**config.mk**
```make
export PLATFORM = sky130hd
export DESIGN_NAME = xor_share_arb
export DESIGN_NICKNAME = d
export VERILOG_FILES = /design/src/rtl/xor_share_arb.sv
export SDC_FILE = /design/constraint.sdc
export NUM_CORES = 1
export LEC_CHECK = 0
export ABC_AREA = 1
export CORE_ASPECT_RATIO = 0.8
export CORE_UTILIZATION = 48
export DETAILED_ROUTE_END_ITERATION = 8
export GPL_TIMING_DRIVEN = 0
export PLACE_DENSITY = 0.95
export SKIP_CTS_REPAIR_TIMING = 1
export SLEW_MARGIN = 25
export SYNTH_ARGS = -nofsm -noshare
export SYNTH_HDL_FRONTEND = slang
export SYNTH_SLANG_ARGS = --single-unit
export TNS_END_PERCENT = 5
```
**constraint.sdc**
```tcl
create_clock -name clk -period 4 [get_ports clk]
set_clock_uncertainty 0.15 [all_clocks]
set_input_delay 0.6 -clock clk [delete_from_list [all_inputs] [get_ports clk]]
set_output_delay 0.6 -clock clk [all_outputs]
set_load 0.05 [all_outputs]
```
**src/rtl/xor_share_arb.sv**
```systemverilog
// Four requesters share one XOR datapath through a round-robin arbiter.
// Each grant latches that requester's operands and waits SETTLE cycles before the result is posted.
module xor_share_arb #(
    parameter int SETTLE = 3,
    parameter int W      = 8
) (
    input  logic         clk,
    input  logic         reset,
    input  logic [3:0]   req,
    input  logic [W-1:0] a0,
    input  logic [W-1:0] a1,
    input  logic [W-1:0] a2,
    input  logic [W-1:0] a3,
    input  logic [W-1:0] b0,
    input  logic [W-1:0] b1,
    input  logic [W-1:0] b2,
    input  logic [W-1:0] b3,
    output logic [3:0]   gnt,
    output logic [3:0]   done,
    output logic [W-1:0] result,
    output logic         busy
);

    typedef enum logic [1:0] {
        S_IDLE   = 2'd0,
        S_SETTLE = 2'd1,
        S_DONE   = 2'd2
    } state_t;

    state_t         state_q, state_d;
    logic [3:0]     gnt_q, gnt_d;
    logic [3:0]     cnt_q, cnt_d;
    logic [1:0]     ptr_q, ptr_d;
    logic [W-1:0]   op_a_q, op_a_d;
    logic [W-1:0]   op_b_q, op_b_d;
    logic [W-1:0]   result_q, result_d;

    logic [2:0]     pick;
    logic [1:0]     win;
    logic [W-1:0]   a_w, b_w;

    // Returns {found, index}; the search starts one past the last winner and wraps.
    function automatic logic [2:0] rr_pick(input logic [3:0] r, input logic [1:0] p);
        logic [1:0] idx;
        rr_pick = 3'b000;
        for (int k = 1; k <= 4; k++) begin
            idx = p + 2'(k);
            if (r[idx] && !rr_pick[2]) begin
                rr_pick = {1'b1, idx};
            end
        end
    endfunction

    assign pick = rr_pick(req, ptr_q);
    assign win  = pick[1:0];

    always_comb begin
        a_w = a0;
        b_w = b0;
        case (win)
            2'd0: begin a_w = a0; b_w = b0; end
            2'd1: begin a_w = a1; b_w = b1; end
            2'd2: begin a_w = a2; b_w = b2; end
            default: begin a_w = a3; b_w = b3; end
        endcase
    end

    always_comb begin
        state_d  = state_q;
        gnt_d    = gnt_q;
        cnt_d    = cnt_q;
        ptr_d    = ptr_q;
        op_a_d   = op_a_q;
        op_b_d   = op_b_q;
        result_d = result_q;
        case (state_q)
            S_IDLE: begin
                if (pick[2]) begin
                    gnt_d   = 4'b0001 << win;
                    ptr_d   = win;
                    op_a_d  = a_w;
                    op_b_d  = b_w;
                    cnt_d   = 4'(SETTLE);
                    state_d = S_SETTLE;
                end
            end
            S_SETTLE: begin
                if (cnt_q == 4'd1) begin
                    result_d = op_a_q ^ op_b_q;
                    cnt_d    = 4'd0;
                    state_d  = S_DONE;
                end else begin
                    cnt_d = cnt_q - 4'd1;
                end
            end
            S_DONE: begin
                gnt_d   = 4'b0000;
                state_d = S_IDLE;
            end
            default: begin
                gnt_d   = 4'b0000;
                cnt_d   = 4'd0;
                state_d = S_IDLE;
            end
        endcase
    end

    always_ff @(posedge clk) begin
        if (reset) begin
            state_q  <= S_IDLE;
            gnt_q    <= 4'b0000;
            cnt_q    <= 4'd0;
            ptr_q    <= 2'd3;
            result_q <= '0;
        end else begin
            state_q  <= state_d;
            gnt_q    <= gnt_d;
            cnt_q    <= cnt_d;
            ptr_q    <= ptr_d;
            result_q <= result_d;
        end
    end

    // Operand registers only change on a grant, so they need no reset.
    always_ff @(posedge clk) begin
        op_a_q <= op_a_d;
        op_b_q <= op_b_d;
    end

    assign gnt    = gnt_q;
    assign done   = (state_q == S_DONE) ? gnt_q : 4'b0000;
    assign result = result_q;
    assign busy   = (state_q != S_IDLE);

endmodule

```
* Word level (Yosys, flattened, before mapping)
Index checks and enable logic that the tools add are counted.
** Operators by class
- Add/sub/neg operators :: 4
- Magnitude comparators :: 4
- Equality and inequality tests :: 7
- Shift-type cells :: 1
- Multiplexer cells :: 23
- Bitwise gates (word level) :: 3
- Reductions and logical operators :: 14
** Operator list (count)
- $pmux W8 S3 :: 2
- $mux W4 :: 4
- $lt A2 B3 Y1 const B :: 4
- $mux W3 :: 4
- $pmux W4 S3 :: 1
- $reduce_and A2 Y1 :: 5
- $bmux W1 S2 :: 4
- $pmux W4 S2 :: 1
- $xor A8 B8 Y8 :: 1
- $add A2 B2 Y2 const B :: 2
- $eq A2 B1 Y1 const B :: 2
- $eq A2 B2 Y1 const B :: 2
- $eq A4 B1 Y1 const B :: 1
- $logic_not A2 Y1 :: 2
- $mux W1 :: 4
- $mux W2 :: 2
- $ne A2 B2 Y1 const B :: 2
- $pmux W2 S2 :: 1
- $shl A1 B2 Y4 const A :: 1
- $sub A4 B1 Y4 const B :: 1
- $logic_and A1 B1 Y1 :: 3
- $logic_not A1 Y1 :: 3
- $add A2 B1 Y2 const B :: 1
- $not A1 Y1 :: 2
- $reduce_bool A2 Y1 :: 1
** Word-level totals
- Bits in registers :: 36
- Bits of input ports :: 70
- Word-level logic and storage cells :: 63

* Longest topological paths before layout
Gate-level depths: netlist of run 1.
- Word-level depth :: 16
- Mapped depth :: 14
- Gate-level depth less buffers :: 13

* Worst setup path before layout of run 1
No wires, ideal clock.
- Kind :: register to output
- From :: register gnt_q[0] (netlist: gnt[0])
- To :: output port done[0]
- Data arrival time :: 1.379 ns
- Setup slack :: 1.871 ns
- Stages on the path, launching flop included :: 3
- Path buffers :: 0
- Path through :: dfxtp_1 inv_1 nor2_1
** On the way
- Longest elaborated chain between the ends :: 1
** RTL lines
- start: declaration :: line 31 : logic [3:0] gnt_q, gnt_d;
- start signal: assignment :: line 117 : gnt_q <= gnt_d;
- $mux W4 :: line 131 : assign done = (state_q == S_DONE) ? gnt_q : 4'b0000;
- end: declaration :: line 19 : output logic [3:0] done,
Every way passes these cells.

* Worst setup path after layout of run 1
- From :: input port req[3]
- To :: register cnt_q[0]
** On the way
- Longest elaborated chain between the ends :: 14
- Elaborated cells between the ends (all ways) :: 20
- Those cells by class :: 1 x eq/ne; 12 x mux; 7 x reduce/logical
** RTL lines
- start: declaration :: line 9 : input logic [3:0] req,
- $bmux W1 S2 :: line 48 : if (r[idx] && !rr_pick[2]) begin
- $mux W1 (implied by the code) :: line 48
- $mux W3 :: line 48
- $logic_not A1 Y1 :: line 48
- $logic_and A1 B1 Y1 :: line 48
- $mux W3 :: line 48
- $logic_not A1 Y1 :: line 48
- $logic_and A1 B1 Y1 :: line 48
- $mux W3 :: line 48
- $logic_not A1 Y1 :: line 48
- $logic_and A1 B1 Y1 :: line 48
- $mux W3 * :: line 48
- $ne A2 B2 Y1 (no source line) *
- $reduce_and A2 Y1 (no source line) *
- end signal: assignment :: line 118 : cnt_q <= cnt_d;
- end: declaration :: line 32 : logic [3:0] cnt_q, cnt_d;
Every way passes the cells marked *; elsewhere a longest branch is shown, timed or not. The select of a mux whose other input is x is not followed.
A chain may end at the register's enable or synchronous reset.

==> flow_summary.ini, run 1 <==
[outcome]
status = finished clean

[worst_setup_path]
reg2reg_depth = 14
critical_path.endpoint_type = flop
slowest_delay_ns = 0.46
r2r_end = cnt_q[0]
cp.arrival_ns = 2.74
crit_top_cell = nand2_1
crit_fanout = 21
cp_num_buf_inv = 3
worst-setup-path-type = in2reg
cp_top_family = buffers and inverters
rrSetupSlack_ns = 1.52
reg2reg_from = ptr_q[0]
crit_slowest_cell = clkdlybuf4s50_1
startpoint_type = primary input
path_cells = clkdlybuf4s50_1 > nand2_1 > nand2_1 > nand2_1 > nand2_2 > nor2_8 > nand2_1 > nor2_1 > inv_1 > nand2_1 > inv_1 > a21oi_1 > a21oi_1
crit_required_ns = 4.03

[timing]
hold_violations = 0
fin_crit_ns = 2.71
tightest_slew_ns = 0.806
rsz0062_at_grt = false
post-route-period-util = 0.677
setup_viol = 0
layout_setup_ws_ns = 1.29
max_freq_ghz = 0.369
slew_headroom = 0.462
hold_ws_ns = 0.340
tns_ns = 0
finalMaxSlewViolations = 0

[power]
powerDensity_nw_per_um2 = 944
vdd_drop_max_mv = 0.559
p_leak_nw = 1.31

[placement]
place_ws_ns = 1.05
gp_congestion = 0.878
post-place-cells = 425
dpl-instance-area_um2 = 3290
dp_hpwl_um = 5370
io_buffers = 86

[synth]
synth.top_cells.by_area = edfxtp_1, dfxtp_1, nand3_1
synth.yosys.seq_area_share = 0.375
ys_types = 34
synth_top_area_cell = edfxtp_1
syn-num-nets = 351
yosys_most_used_dff = dfxtp_1
yosysWarnings = 0
yosys.area.top_type_share = 0.204
synth_area_um2 = 2350
netlist_instances = 279
synth-edff-count = 16
synth.avg_cell_area_um2 = 8.43
yosys-top-cells-count = nand2_1, nand3_1, nand4_1
synth-seq-cells = 36
async_flop_share = 0

[min_path]
worstHoldEndpoint = cnt_q[3]
min_path_type = reg2reg
min_from = cnt_q[3]
hold_depth = 2

[floorplanning]
core_um2 = 4650
start_util = 0.505
row_count = 22
die_h_um = 64.6
pin_count = 87
die_x_um = 80.2
dieArea_um2 = 5180

[finish]
fillers = 354
syn2layout_area_growth_pct = 43.5
multiInputGateArea_um2 = 1260
instances_no_fill = 433
fin_area_um2 = 3370
drive_gt1_frac = 0.182
final_nets = 444
antenna_cells = 0
regArea_um2 = 881

[global_routing]
grt_pass1_vias = 2298
antenna_found_initial = 0
grt_pass1_wl_um = 10900
overflow = 0
grtUsageTotal = 0.284
grt_start_max_net_pins = 22

[detailed_routing]
num_vias = 2491
wl_um = 7280
firstDrtPassIters = 4
drc = 0
detail_route.vias_per_cell = 5.75
drt-initial-drc-count = 232
ant_nets = 0
wl_per_cell_um = 16.8

[run]
timing.max_cap.violations = 0

[clock_network]
clkSlewWorstSetupHoldPaths_ns = 0.08
cts_sinks = 36
clk_latency_ns = 0.31
clock-root-buffer = clkbuf_8
cts_tree = done
cts-buffers-inserted = 5
htreeDepth = 2
cts_buffer_depth = 2
## power by group
group	switching, mW	internal, mW
sequential	0.0811	0.645
clock	0.148	0.121
combinational	1.40	0.787
total	1.63	1.55
## state kept, by name, summed over array words and instances (netlist names)
signal,count
gnt,4
result,8
cnt_q,4
op_a_q,8
op_b_q,8
state_q,2
ptr_q,2
## cells in the final DEF, fill, tap and decap left out, types with 3 or more instances in the layout
master / netlist / routed
xnor2_1: 8 / 8
nand4_1: 24 / 24
nand3_1: 40 / 40
dfxtp_1: 20 / 20
nand2_4: 5 / 5
clkdlybuf4s50_1: 0 / 86
buf_6: 3 / 3
buf_4: 5 / 5
buf_2: 3 / 3
o21ai_0: 9 / 9
nand2_1: 40 / 40
nand4_2: 10 / 10
clkbuf_8: 0 / 5
inv_1: 19 / 19
nand2_2: 21 / 21
nor2_1: 12 / 12
edfxtp_1: 16 / 16
a21oi_1: 20 / 20
## worst register-to-register path: stages (launching register included)
cell,delay (ns)
dfxtp_1,0.35
buf_6,0.18
inv_8,0.07
nand2_2,0.08
nand2_1,0.09
nand2_1,0.08
nand2_2,0.08
nor2_8,0.15
nand2_1,0.06
nor2_1,0.12
inv_1,0.05
nand2_1,0.11
inv_1,0.36
a21oi_1,0.31
a21oi_1,0.10
## layout make-up
cell class              instances  area share
multi-input cells             206       0.375
flip-flops and latches         36       0.261
repair buffers                 86       0.255
plain buffers                  14      0.0323
inverters                      23      0.0286
well taps                      60      0.0222
clock buffers                   5      0.0204
clock inverters                 3     0.00556
## per-stage QoR
stage | power [mW] | util
4_1_cts | 3.15 | 0.725
6_report | 3.19 | 0.725
3_3_place_gp | 2.78 | 0.707
2_1_floorplan | 2.34 | -
3_5_place_dp | 2.87 | 0.707
5_1_grt | 3.37 | 0.725
## how the worst max path moves through the flow
stage	cells past startpoint	startpoint	end	slack, ns
after global placement	11	req[3]	op_a_q[2]	1.12
after floorplan	2	gnt[0]	done[0]	1.87
final	13	req[3]	cnt_q[0]	1.29
after CTS	13	req[3]	cnt_q[0]	1.33
after detailed placement	11	req[3]	op_a_q[2]	1.05
after global routing	13	req[3]	gnt[0]	1.15
## cell families after synthesis
kind of cell,count (synthesis),synth area share
AO/OA/AOI/OAI,34,0.0756
XOR/XNOR,10,0.0373
adder cells (fa/ha/maj),2,0.0106
buffers and inverters,37,0.0873
flip-flops,36,0.375
AND/OR/NAND/NOR,160,0.415
## routing by layer
metal | vias to the layer above | GRT usage | share of wire
li1 | 1165 | - | -
met1 | 1145 | 0.356 | 0.40
met4 | 0 | 0.134 | 0.028
met3 | 24 | 0.0577 | 0.091
met5 | - | 0 | 0
met2 | 157 | 0.466 | 0.49
(Power assumes the default switching activity.)
==> run 2: changes to the inputs <==
--- a/config.mk
+++ b/config.mk
@@ -7,10 +7,10 @@
 export LEC_CHECK = 0
 export ABC_AREA = 1
 export CORE_ASPECT_RATIO = 0.8
-export CORE_UTILIZATION = 48
+export CORE_UTILIZATION = 40
 export DETAILED_ROUTE_END_ITERATION = 8
 export GPL_TIMING_DRIVEN = 0
-export PLACE_DENSITY = 0.95
+export PLACE_DENSITY = 0.86
 export SKIP_CTS_REPAIR_TIMING = 1
 export SLEW_MARGIN = 25
 export SYNTH_ARGS = -nofsm -noshare
==> constraint.sdc (replaced) <==
create_clock -name clk -period 2.2 [get_ports clk]
set_clock_uncertainty 0.15 [all_clocks]
set_input_delay 0.33 -clock clk [delete_from_list [all_inputs] [get_ports clk]]
set_output_delay 0.33 -clock clk [all_outputs]
set_load 0.05 [all_outputs]
==> flow_summary.ini, run 2 (synthesis gave the netlist of run 1 again) <==
[timing]
finalMaxSlewViolations = 0
tightest_slew_ns = 0.510
slew_headroom = 0.659
rsz0062_at_grt = true
setup_viol = 0
hold_ws_ns = 0.315
post-route-period-util = 0.987
fin_crit_ns = 2.17
hold_violations = 0
max_freq_ghz = 0.461

[floorplanning]
pin_count = 87
die_h_um = 70.6
start_util = 0.423
die_x_um = 87.7
row_count = 24
core_um2 = 5560
dieArea_um2 = 6190

[placement]
gp_congestion = 0.855
io_buffers = 86
dp_hpwl_um = 5110

[global_routing]
antenna_found_initial = 0
grt_start_max_net_pins = 22
overflow = 0
grtUsageTotal = 0.218
grt_pass1_vias = 2231
grt_pass1_wl_um = 10500

[finish]
final_cell_mix = clkdlybuf4s50_1, nand3_1, nand2_1, nand4_1, nand2_2
regArea_um2 = 883
drive_gt1_frac = 0.213
fillers = 455
layout_commonest_cell = clkdlybuf4s50_1
multiInputGateArea_um2 = 1280
final_nets = 452
syn2layout_area_growth_pct = 50.7
antenna_cells = 0

[clock_network]
clkSlewWorstSetupHoldPaths_ns = 0.07
clk_latency_ns = 0.28
htreeDepth = 2
cts_tree = done
cts_buffer_depth = 2
clock-root-buffer = clkbuf_8
cts_sinks = 36
cts-buffers-inserted = 5

[detailed_routing]
ant_nets = 0
num_vias = 2512
drc = 0
firstDrtPassIters = 5
drt-initial-drc-count = 286
detail_route.vias_per_cell = 5.47
wl_um = 7060
wl_per_cell_um = 15.4

[power]
powerDensity_nw_per_um2 = 1740
vdd_drop_max_mv = 0.924
total_power_mw = 6.16
p_leak_nw = 1.47

[worst_setup_path]
crit_top_cell = nand2_2
path_cells = buf_8 > inv_8 > nand2_1 > nand2_2 > nand2_2 > nand2_4 > nor2_8 > nand4_4 > nand3_4 > nor2_8 > buf_12 > nand2_2 > nand4_2
cp.arrival_ns = 2.04
crit_slowest_cell = dfxtp_2
slowest_delay_ns = 0.34
crit_required_ns = 2.07
critical_path.endpoint_type = flop
startpoint_type = flop
crit_fanout = 10
worst-setup-path-type = reg2reg

[outcome]
status = finished clean

[run]
timing.max_cap.violations = 0

[min_path]
min_path_type = reg2reg
==> run 2: worst paths after layout <==
| check | endpoint | start | cells after the start | slack, ns |
|---|---|---|---|---|
| min reg2reg | cnt_q[3] | cnt_q[3] | 2 | 0.32 |
| min | cnt_q[3] | cnt_q[3] | 2 | 0.32 |
| max reg2reg | op_a_q[0] | ptr_q[0] | 13 | 0.03 |
| max | op_a_q[0] | ptr_q[0] | 13 | 0.03 |
==> run 2: critical path: cells and delay by family, from the launching register on <==
family / cells / cell delay [ns]
AND/OR/NAND/NOR: 10 / 1.06
flip-flops: 1 / 0.34
buffers and inverters: 3 / 0.35
==> run 2: cell type report <==
| type | count | area share |
|---|---|---|
| Multi-Input combinational cell | 206 | 0.361 |
| Inverter | 23 | 0.0283 |
| Clock inverter | 2 | 0.00954 |
| Timing Repair Buffer | 93 | 0.264 |
| Tap cell | 78 | 0.0276 |
| Clock buffer | 6 | 0.0233 |
| Buffer | 14 | 0.0350 |
| Sequential cell | 36 | 0.249 |
| Timing Repair inverter | 1 | 0.00212 |
==> run 2: power by group <==
group          internal, mW  switching [mW]
registers              1.17           0.144
clock network         0.365           0.233
logic                  1.59            2.65
total                  3.13            3.03
==> run 2: stage by stage <==
stage          worst slack, ns  cells  utilization  instance area (µm²)  TNS, ns
2_1_floorplan            0.193    279            -                 2350        0
3_3_place_gp            -0.440    443        0.596                 3310   -11.06
3_5_place_dp            -0.479    443        0.596                 3310   -13.04
4_1_cts                 -0.197    451        0.617                 3430    -3.23
5_1_grt                -0.0698    459        0.638                 3540   -0.674
6_report                0.0297    459        0.638                 3540        0
==> run 2: metal layers <==
layer / global-route usage / vias to the layer above / share of wire
met4: 0.0455 / 0 / 0.011
met1: 0.307 / 1177 / 0.42
met5: 0 / - / 0
li1: - / 1177 / -
met3: 0.0467 / 14 / 0.088
met2: 0.345 / 144 / 0.48
==> run 3: changes to the inputs <==
--- a/config.mk
+++ b/config.mk
@@ -7,10 +7,10 @@
 export LEC_CHECK = 0
 export ABC_AREA = 1
 export CORE_ASPECT_RATIO = 0.8
-export CORE_UTILIZATION = 40
+export CORE_UTILIZATION = 48
 export DETAILED_ROUTE_END_ITERATION = 8
 export GPL_TIMING_DRIVEN = 0
-export PLACE_DENSITY = 0.86
+export PLACE_DENSITY = 0.95
 export SKIP_CTS_REPAIR_TIMING = 1
 export SLEW_MARGIN = 25
 export SYNTH_ARGS = -nofsm -noshare
==> constraint.sdc (replaced) <==
create_clock -name clk -period 2.62 [get_ports clk]
set_clock_uncertainty 0.15 [all_clocks]
set_input_delay 0.393 -clock clk [delete_from_list [all_inputs] [get_ports clk]]
set_output_delay 0.393 -clock clk [all_outputs]
set_load 0.05 [all_outputs]
==> flow_summary.ini, run 3 (synthesis gave the netlist of run 1 again) <==
[timing]
slew_headroom = 0.455
tightest_slew_ns = 0.817
fin_crit_ns = 2.52
max_freq_ghz = 0.396
hold_violations = 0
hold_ws_ns = 0.341
finalMaxSlewViolations = 0
rsz0062_at_grt = true
tns_ns = 0
post-route-period-util = 0.964
setup_viol = 0

[finish]
fin_area_um2 = 3370
syn2layout_area_growth_pct = 43.5
drive_gt1_frac = 0.182
final_nets = 444
instances_no_fill = 433
antenna_cells = 0
final_cell_mix = clkdlybuf4s50_1, nand2_1, nand3_1, nand4_1, nand2_2
fillers = 354
layout_commonest_cell = clkdlybuf4s50_1

[clock_network]
clkSlewWorstSetupHoldPaths_ns = 0.07
cts-buffers-inserted = 5
cts_buffer_depth = 2
htreeDepth = 2
clk_latency_ns = 0.31
cts_tree = done
cts_sinks = 36
clock-root-buffer = clkbuf_8

[worst_setup_path]
rrSetupSlack_ns = 0.13
worst-setup-path-type = in2reg
path_cells = clkdlybuf4s50_1 > nand2_1 > nand2_1 > nand2_1 > nand2_2 > nor2_8 > nand2_1 > nor2_1 > inv_1 > nand2_1 > inv_1 > nand2_1 > a21oi_1
crit_fanout = 21
crit_top_cell = nand2_1
startpoint_type = primary input
crit_required_ns = 2.71
r2r_end = cnt_q[0]
reg2reg_from = ptr_q[0]
cp.arrival_ns = 2.61
crit_slowest_cell = inv_1
reg2reg_depth = 14
slowest_delay_ns = 0.63
critical_path.endpoint_type = flop

[placement]
post-place-cells = 425
io_buffers = 86
dp_hpwl_um = 5370
dpl-instance-area_um2 = 3290
gp_congestion = 0.878

[detailed_routing]
firstDrtPassIters = 5
num_vias = 2511
drt-initial-drc-count = 240
wl_um = 7300
detail_route.vias_per_cell = 5.80
ant_nets = 0
wl_per_cell_um = 16.9
drc = 0

[power]
p_leak_nw = 1.31
vdd_drop_max_mv = 0.858
powerDensity_nw_per_um2 = 1440

[global_routing]
grt_pass1_vias = 2298
grt_start_max_net_pins = 22
grtUsageTotal = 0.284
grt_pass1_wl_um = 10900
overflow = 0
antenna_found_initial = 0

[floorplanning]
die_h_um = 64.6
row_count = 22
die_x_um = 80.2
core_um2 = 4650
pin_count = 87
start_util = 0.505
dieArea_um2 = 5180

[min_path]
hold_depth = 2
min_from = cnt_q[1]
worstHoldEndpoint = cnt_q[1]
min_path_type = reg2reg

[run]
timing.max_cap.violations = 0

[outcome]
status = finished clean
==> run 3: how the worst max path moves through the flow <==
| stage | start | end | slack [ns] | depth (start not counted) |
|---|---|---|---|---|
| after floorplan | ptr_q[0] | op_a_q[0] | 0.61 | 12 |
| after global placement | req[3] | op_a_q[2] | -0.06 | 11 |
| after detailed placement | req[3] | op_a_q[2] | -0.12 | 11 |
| after CTS | req[3] | cnt_q[0] | 0.15 | 13 |
| after global routing | req[3] | gnt[0] | -0.03 | 13 |
| final | req[3] | gnt[0] | 0.1 | 13 |
==> run 3: worst max-delay path: cells and delay by family <==
kind	cells	cell delay (ns)
buffers and inverters	3	1.20
and+or+nand+nor	9	0.84
AOI/OAI and AO/OA	1	0.16
==> run 3: per-layer routing <==
metal  share of wire  track usage
met3           0.081       0.0577
met5               0            0
met4           0.024        0.134
met1            0.41        0.356
met2            0.49        0.466
==> run 3: final cells by class <==
class | instances | area, µm² | share of cell area
Inverter | 23 | 96.3 | 0.0286
Multi-Input combinational cell | 206 | 1260 | 0.375
Clock buffer | 5 | 68.8 | 0.0204
Timing Repair Buffer | 86 | 861 | 0.255
Clock inverter | 3 | 18.8 | 0.00556
Tap cell | 60 | 75.1 | 0.0222
Buffer | 14 | 109 | 0.0323
Sequential cell | 36 | 881 | 0.261
==> run 3: power by group <==
group / internal, mW / switching, mW
Sequential: 0.984 / 0.124
Clock: 0.185 / 0.227
Combinational: 1.20 / 2.14
==> run 3: metrics by stage <==
step / power, mW / setup slack, ns / utilization
floorplan: 3.57 / 0.613 / -
global placement: 4.25 / -0.0577 / 0.707
detailed placement: 4.38 / -0.119 / 0.707
CTS: 4.80 / 0.153 / 0.725
global route: 5.14 / -0.0255 / 0.725
finish: 4.87 / 0.0951 / 0.725
